===== config.mk =====
export PLATFORM = sky130hd
export DESIGN_NAME = control_unit
export DESIGN_NICKNAME = d
export VERILOG_FILES = /design/src/rtl/control_unit_pkg.sv /design/src/rtl/input_skew_buffer.sv /design/src/rtl/control_unit.sv
export SDC_FILE = /design/constraint.sdc
export NUM_CORES = 1
export LEC_CHECK = 0
export CELL_PAD_IN_SITES_DETAIL_PLACEMENT = 2
export CELL_PAD_IN_SITES_GLOBAL_PLACEMENT = 2
export CORE_ASPECT_RATIO = 1.2
export CORE_MARGIN = 4
export CORE_UTILIZATION = 38
export DETAILED_ROUTE_END_ITERATION = 8
export DONT_BUFFER_PORTS = 1
export GPL_ROUTABILITY_DRIVEN = 1
export HOLD_SLACK_MARGIN = 0.12
export PLACE_DENSITY = 0.85
export SLEW_MARGIN = 15
export SYNTH_ARGS = -nofsm -noshare
export SYNTH_HDL_FRONTEND = slang
export SYNTH_SLANG_ARGS = --single-unit

===== constraint.sdc =====
create_clock -name clk -period 3.7 [get_ports clk]
set_clock_uncertainty 0.15 [all_clocks]
set_input_delay 0.555 -clock clk [delete_from_list [all_inputs] [get_ports clk]]
set_output_delay 0.555 -clock clk [all_outputs]
set_load 0.01 [all_outputs]

===== src/rtl/control_unit_pkg.sv =====
// control_unit_pkg: shared state encoding, default sizes and per-state lengths for the control unit.
package control_unit_pkg;
    localparam int INPUT_W_DEF    = 8;
    localparam int WEIGHT_W_DEF   = 8;
    localparam int DATA_W_DEF     = 32;
    localparam int ARRAY_SIZE_DEF = 4;

    typedef enum logic [2:0] {IDLE, LOAD_W, LOAD_I, STREAM, DRAIN, WRITE, DONE} state_e;

    function automatic int last_idx(state_e s, int n);
        return (s inside {LOAD_W, LOAD_I, DRAIN, WRITE}) ? n - 1 : (s == STREAM) ? 2 * n - 2 : 0;
    endfunction
endpackage


===== src/rtl/input_skew_buffer.sv =====
// input_skew_buffer: holds the loaded input words and presents them diagonally skewed across rows.
module input_skew_buffer
    import control_unit_pkg::*;
#(
    parameter int INPUT_W    = INPUT_W_DEF,
    parameter int DATA_W     = DATA_W_DEF,
    parameter int ARRAY_SIZE = ARRAY_SIZE_DEF,
    localparam int IW = $clog2(ARRAY_SIZE),
    localparam int CW = $clog2(2 * ARRAY_SIZE)
) (
    input  logic                          clk,
    input  logic                          rst,
    input  logic                          wr_en_i,
    input  logic [IW-1:0]                 wr_idx_i,
    input  logic [DATA_W-1:0]             wr_data_i,
    input  logic [CW-1:0]                 k_i,
    output logic [ARRAY_SIZE*INPUT_W-1:0] skew_o
);
    logic [DATA_W-1:0] buf_q [ARRAY_SIZE];

    always_ff @(posedge clk) begin
        if (rst) buf_q <= '{default: '0};
        else if (wr_en_i) buf_q[wr_idx_i] <= wr_data_i;
    end

    // Row r at step k sees word k-r, so each row starts one cycle after the row above it.
    always_comb begin
        skew_o = '0;
        for (int r = 0; r < ARRAY_SIZE; r++)
            if (int'(k_i) >= r && int'(k_i) - r < ARRAY_SIZE)
                skew_o[r*INPUT_W +: INPUT_W] = buf_q[IW'(int'(k_i) - r)][r*INPUT_W +: INPUT_W];
    end
endmodule


===== src/rtl/control_unit.sv =====
// control_unit: sequences weight/input loads, skewed streaming, drain and write-back for a systolic array.
module control_unit
    import control_unit_pkg::*;
#(
    parameter int INPUT_W    = INPUT_W_DEF,
    parameter int WEIGHT_W   = WEIGHT_W_DEF,
    parameter int DATA_W     = DATA_W_DEF,
    parameter int ARRAY_SIZE = ARRAY_SIZE_DEF
) (
    input  logic                          clk,
    input  logic                          nRST,
    input  logic [DATA_W-1:0]             mem_data,
    output logic [31:0]                   mem_addr,
    output logic                          mem_rd_en,
    output logic                          mem_wr_en,
    input  logic [2:0]                    op0_precision,
    input  logic [2:0]                    op1_precision,
    output logic [2:0]                    input_precision,
    output logic [2:0]                    output_precision,
    input  logic [9:0]                    input_base_addr,
    input  logic [9:0]                    weight_base_addr,
    input  logic [9:0]                    output_base_addr,
    output logic                          compute_en,
    output logic [ARRAY_SIZE*INPUT_W-1:0] input_forward
);
    localparam int CW = $clog2(2 * ARRAY_SIZE);
    localparam int IW = $clog2(ARRAY_SIZE);
    localparam int FW = ARRAY_SIZE * INPUT_W;

    state_e          state_q, state_d;
    logic [CW-1:0]   i_q, i_d;
    logic [IW-1:0]   idx_q;
    logic            wval_q, ival_q, ce_q, last;
    logic [FW-1:0]   fwd_q, fwd_d, skew, w_row;
    logic [2:0]      inp_q, outp_q;
    logic [9:0]      base;

    input_skew_buffer #(.INPUT_W(INPUT_W), .DATA_W(DATA_W), .ARRAY_SIZE(ARRAY_SIZE)) u_skew (
        .clk       (clk),
        .rst       (nRST),
        .wr_en_i   (ival_q),
        .wr_idx_i  (idx_q),
        .wr_data_i (mem_data),
        .k_i       (i_q),
        .skew_o    (skew)
    );

    always_comb begin
        last = int'(i_q) == last_idx(state_q, ARRAY_SIZE);
        state_d = (state_q == DONE) ? DONE : last ? state_e'(state_q + 3'd1) : state_q;
        i_d = (last || state_q == DONE) ? '0 : i_q + 1'b1;
        base = (state_q == LOAD_W) ? weight_base_addr : (state_q == LOAD_I) ? input_base_addr : output_base_addr;
        mem_rd_en = state_q inside {LOAD_W, LOAD_I};
        mem_wr_en = state_q == WRITE;
        mem_addr = (mem_rd_en || mem_wr_en) ? {22'd0, base} + 32'(i_q) : '0;
        w_row = '0;
        for (int r = 0; r < ARRAY_SIZE; r++)
            w_row[r*INPUT_W +: INPUT_W] = mem_data[r*WEIGHT_W +: INPUT_W];
        fwd_d = wval_q ? w_row : (state_q == STREAM) ? skew : (state_q inside {DRAIN, WRITE, DONE}) ? '0 : fwd_q;
    end

    // Read data trails its request by one cycle, so the load strobes and index are delayed to match.
    always_ff @(posedge clk) begin
        if (nRST) begin
            state_q <= IDLE;
            i_q     <= '0;
            idx_q   <= '0;
            wval_q  <= 1'b0;
            ival_q  <= 1'b0;
            ce_q    <= 1'b0;
            fwd_q   <= '0;
            inp_q   <= '0;
            outp_q  <= '0;
        end else begin
            state_q <= state_d;
            i_q     <= i_d;
            idx_q   <= i_q[IW-1:0];
            wval_q  <= state_q == LOAD_W;
            ival_q  <= state_q == LOAD_I;
            ce_q    <= state_q inside {STREAM, DRAIN};
            fwd_q   <= fwd_d;
            if (state_q == IDLE) begin
                inp_q  <= op0_precision;
                outp_q <= op1_precision;
            end
        end
    end

    // The array must be quiet while results are written out, even on the last drain beat.
    assign compute_en       = ce_q & ~mem_wr_en;
    assign input_forward    = fwd_q;
    assign input_precision  = inp_q;
    assign output_precision = outp_q;
endmodule


# After elaboration in Yosys (flattened, before gate mapping)
# Index checks and enable logic that the tools add are counted.
[totals] elab_cells=91 mem_count=0 register_bits=177 input_bits=70 rom_bits=0 latch_bits=0 ramBits=0 output_inout_bits=73
[op_classes] bitwise_logic=7 addsub=6 n_mux=29 n_reduce_logical=15 n_shift=0 div_mod_pow=0 eq_ne=7 multipliers=0 n_lt_le_gt_ge=13
[op_table] operator="$bmux W32 S2" n=4
[op_table] operator="$mux W32" n=6
[op_table] operator="$bwmux W128" n=1
[op_table] operator="$lt A32 B4 Y1 const B" n=3
[op_table] operator="$demux W32 S2" n=1
[op_table] operator="$mux W24" n=2
[op_table] operator="$mux W8" n=6
[op_table] operator="$mux W16" n=2
[op_table] operator="$mux W10" n=2
[op_table] operator="$ge A2 B3 Y1 const B" n=4
[op_table] operator="$mux W3" n=4
[op_table] operator="$add A10 B3 Y11" n=1
[op_table] operator="$mux W11" n=1
[op_table] operator="$eq A3 B3 Y1 const B" n=3
[op_table] operator="$not A2 Y2" n=4
[op_table] operator="$sub A3 B2 Y4 const B" n=2
[op_table] operator="$add A3 B1 Y3 const B" n=2
[op_table] operator="$eq A3 B2 Y1 const B" n=2
[op_table] operator="$ge A3 B2 Y1 const B" n=2
[op_table] operator="$reduce_bool A2 Y1" n=3
[op_table] operator="$reduce_bool A3 Y1" n=2
[op_table] operator="$logic_and A1 B1 Y1" n=4
[op_table] operator="$reduce_bool A4 Y1" n=1
[op_table] operator="$reduce_or A2 Y1" n=2
[op_table] operator="12 further kinds" n=13

# Longest topological paths before layout
[logic_depth] word_depth=8 depth_mapped=14 depth_no_buf=13

# Hierarchy
# From an unflattened synthesis, not the netlist that was laid out.
[hier_totals] cells_unflattened=1008 hier_area_um2=8294.2
[by_module_without_submodules] module="input_skew_buffer" instances=1 seq_area_each_um2=2562.5 cells_per_inst=653 area_each_um2=5526.6
[by_module_without_submodules] module="control_unit" instances=1 seq_area_each_um2=980.9 cells_per_inst=355 area_each_um2=2767.7

# Least setup slack after synthesis
# OpenSTA, ideal clock, no wires.
[synth_timing] path_kind="flip-flop to output port" from="register state_q[0]" to="output port mem_addr[9]" stages_incl_launch_ff=14 t_required_ns=2.995 n_path_buf=1 arrival_ns=2.829 slack_ns=0.166 path_cell_list="dfxtp_1 > inv_1 > ha_1 > and2b_1 > buf_6 > a22oi_1 > nor2_1 > a21o_1 > ha_1 > a21o_1 > a21oi_1 > or4_4 > nor4_2 > mux2i_1"
[synth_between] elab_chain_len=5 elab_cells_between_ends=9 cone_classes="add/sub: 1; eq/ne: 3; mux: 3; reduce/logical: 2"
[synth_lines] element="from (decl)" line="control_unit.sv:30" source="state_e state_q, state_d;"
[synth_lines] element="from (signal assigned)" line="control_unit.sv:75" source="state_q <= state_d;"
[synth_lines] element="$eq A3 B2 Y1" line="control_unit.sv:52, control_unit.sv:53"
[synth_lines] element="$mux W10 (2 in series)" line="control_unit.sv:52" source="base = (state_q == LOAD_W) ? weight_base_addr : (state_q == LOAD_I) ? input_base_addr : output_base_addr;"
[synth_lines] element="$add A10 B3 Y11" line="control_unit.sv:55" source="mem_addr = (mem_rd_en || mem_wr_en) ? {22'd0, base} + 32'(i_q) : '0;"
[synth_lines] element="$mux W11 *" line="control_unit.sv:55"
[synth_lines] element="to (decl)" line="control_unit.sv:13" source="output logic [31:0] mem_addr,"
# Every way passes the cells marked *; elsewhere a longest branch is shown, timed or not.

# Worst setup path in the final report
[layout_timing] from="register state_q[1]" to="output port mem_addr[9]"
# The elaborated chain is that of the path after synthesis.

==> metrics.md <==
| Metric | Value |
|---|---|
| Yosys top cell area share | 0.4525 |
| Syn Std Cell Area | 7830 um2 |
| RSZ-0062 raised after global routing | yes |
| Measured slew at the worst slew-check pin | 0.9914 ns |
| P_sw | 2033 uW |
| Area growth from synthesis to layout | 17.50% |
| YS warnings | 0 |
| Slowest-stage cell, CP | or4_4 |
| Ant diodes | 0 |
| Min cycle time layout | 3.770 ns |
| Synth cell count leaders | 267 x nand2_1, 177 x dfxtp_1, 136 x a21oi_1, 59 x nor2_1, 57 x clkbuf_1 |
| Worst Hold Class | input port to flip-flop |
| FP Rows | 57 |
| Area leader, netlist | dfxtp_1 |
| CTS tree | yes |
| Htree depth | 4 |
| Initial Util | 0.3866 |
| Die W | approximately 140 um |
| Max transition margin | 0.3391 |
| Initial antenna violation count | 0 |
| CTS clk-pin slew, worst paths | 0.07 ns |
| Top Layer Used | met4 |
| Post-synth EDFFs | 0 |
| Critical path required time | 2.99 ns |
| Largest net degree at the start of global routing | 167 |
| Max Slew Vio Count | 0 |
| Placed cell count | between 1000 and 1500 |
| Hold_sp | mem_data[25] |
| Final WS setup | -0.07043 ns |
| Ports | 143 |
| Max stage delay on crit path | ~0.46 ns |
| Crit path max fanout | 4 |
| Final ANT Viol Nets | 0 |
| Clk_lat worst skew | 0.43 ns |
| Async SR Flop Fraction | 0 |
| Via Count | 6920 |
| Leakage | 0.003169 uW |
| FMAX | 265.2 MHz |
| DRT met1 WL | about 11 mm |
| Wirelength per Cell | 23.02 um |
| Hold path cells | 2 |
| DRT Wirelength | 27.90 mm |
| Setup crit end kind | output pin |
| CP bufs+invs | 1 |
| Endpoints failing setup | 2 |
| RR Startpoint | state_q[2]$_SDFFE_PP0P_ |
| Max clock buf depth | 2 |
| Count of final hold-check violations | 0 |
| Sequential cell area | 3550 um2 |
| Comb pwr share | 0.324 |
| Switching portion of total power | 0.3526 |
| Die ar. | 22980 um2 |
| Utilization of the core after routing | 0.4542 |
| Arr. time, crit path | 3.07 ns |
| FF+latch count, synth | ~180 |
| First-pass GRT wire length | between 40 and 50 mm |
| Critical path class | flip-flop to output pin |
| Vias in the first global route | 7750 |
| Final cell count without fillers | 1212 |
| R2r worst-path depth | 7 |
| WL met3 | ~1.4 mm |
| GP Congestion | 0.8564 |
| Crit path launch type | flip-flop |
| Post-Syn Instances | 910 |
| R2r setup slk | 0.62 ns |
| Post-DR vias/cell | 5.710 |
| Proportion of layout cells with a drive suffix above 1 | 0.1373 |
| Internal power | 3732 uW |
| DP HPWL | 15.67 mm |
| # Max-Cap Violations | 0 |
| DRT Pass-1 Iters | 9 |
| Critical Path Most Common Cell | a21o_1 |
| Clock root cell | clkbuf_16 |
| Met2 wire len | 14.75 mm |
| Total clock sinks | 177 |
| Count leader, synth | nand2_1 |
| Part of the power in registers | 0.377 |
| Total gr overflow | 0 |
| Cell variety after synth | 49 |
| PwrDens | 626.6 nW/um2 |
| Worst Hold End | u_skew.buf_q[121]$_SDFFE_PP0P_ |
| Outcome | complete, but fails checks |
| Clock Power Share | 0.300 |
| Seq/Total Area, Yosys | 0.4525 |
| Critical-path cell list | buf_6 > ha_4 > and2b_2 > a22oi_2 > nor2_1 > a21o_1 > ha_1 > a21o_1 > a21oi_2 > or4_4 > nor4_4 > mux2i_2 |
| Die Y-Extent | 165.2 um |
| Failing checks | setup timing |
| Worst R2R End | input_forward[2]$_SDFFE_PP0P_ |
| IO Port Bufs | 0 |
| TritonCTS buffer count | 17 |
| Core ar. | 20250 um2 |
| DR iter-0 viols | 421 |
| Final #Nets | 1019 |
| Post-Route Setup TNS | -0.08413 ns |
| Area contributors post-synth | dfxtp_1 45%, nand2_1 13%, mux4_2 9.2% |
| Delay-heaviest family, CP | simple AND/OR/NAND/NOR gates |
| Pwr Total | 5765 uW |
| Top_reg_cell synth | dfxtp_1 |
| Syn_area_per_cell | 8.604 um2 |
| Fillers | 2190 |
| # DRC | 0 |
| GRT Util Overall | 0.2422 |
| Multi-input logic area | 4000 um2 |
| Final Cycle Share | 1.019 |
| VDD IR max | approximately 0.35 mV |
flip-flops by register name (all words and copies together), names as in the netlist:
name,flops
u_skew.buf_q,128
input_forward,32
i_q,3
input_precision,3
output_precision,3
state_q,3
idx_q,2
ce_q,1
ival_q,1
wval_q,1
routing by layer:
metal | vias up | track usage
met5 | - | 0
met4 | 0 | 0.06806
met3 | 30 | 0.05904
met2 | 190 | 0.4454
met1 | 3546 | 0.2815
li1 | 3154 | -
kinds of logic after synthesis:
group / Yosys count / share of synthesized area
XOR/XNOR: 6 / 0.006711
multiplexers: 39 / 0.1010
other: 1 / 0.0004789
AND/OR/NAND/NOR: 372 / 0.1964
adder cells (fa/ha/maj): 14 / 0.02333
flip-flops: 177 / 0.4525
AO/OA/AOI/OAI: 198 / 0.1577
buffers and inverters: 103 / 0.06184
metrics by stage:
stage | hold slack, ns | setup slack [ns] | instance area, um2
after floorplan | 0.2831 | 0.1659 | 7905
after global placement | 0.2850 | 0.2552 | 7973
after detailed placement | 0.2932 | 0.1102 | 7973
after CTS | 0.1201 | -0.02785 | 9081
after global routing | 0.1218 | -0.2178 | 9200
final | 0.1269 | -0.07043 | 9200
repair_timing:
action                                  CTS  global route
endpoints found under the hold margin   173             5
hold buffers                             41             5
pin swaps                                 7             7
endpoints found under the setup margin    6             5
setup buffers                             6             4
resized for setup                        25             9
layout by cell type, fill, tap and decap left out, types with 8 or more instances in the layout:
cell             n
dlygate4sd3_1   45
a21oi_1        133
inv_1            8
clkbuf_16       17
nor2_1          56
dfxtp_1        174
conb_1          21
mux4_2          32
buf_4           26
a222oi_1        32
ha_1            10
nand2_1        267
how the worst max path moves through the flow:
stage	from	endpoint	slack [ns]	cells after the start
after CTS	state_q[1]$_SDFFE_PP0P_	mem_addr[9]	-0.03	12
after global routing	state_q[1]$_SDFFE_PP0P_	mem_addr[9]	-0.22	11
after global placement	state_q[1]$_SDFFE_PP0P_	mem_addr[9]	0.26	12
after detailed placement	state_q[1]$_SDFFE_PP0P_	mem_addr[8]	0.11	15
final	state_q[1]$_SDFFE_PP0P_	mem_addr[9]	-0.07	12
after floorplan	state_q[0]$_SDFFE_PP0P_	mem_addr[9]	0.17	13
cell type report:
class | instances | share of cell area
Multi-Input combinational cell | 650 | 0.4348
Tap cell | 265 | 0.03604
Inverter | 13 | 0.005304
Sequential cell | 177 | 0.3858
Clock inverter | 9 | 0.009112
Clock buffer | 22 | 0.05046
Timing Repair Buffer | 76 | 0.07847
power by group through the flow:
| stage | clock network, uW | logic (uW) | registers (uW) |
|---|---|---|---|
| after floorplan | 0 | 1170 | 2160 |
| after global placement | 0 | 1500 | 2200 |
| after detailed placement | 0 | 1540 | 2210 |
| after CTS | 1750 | 1770 | 2160 |
| after global routing | 1850 | 2040 | 2190 |
| final | 1730 | 1870 | 2170 |
Note: power is estimated with default switching activity, not from simulation.
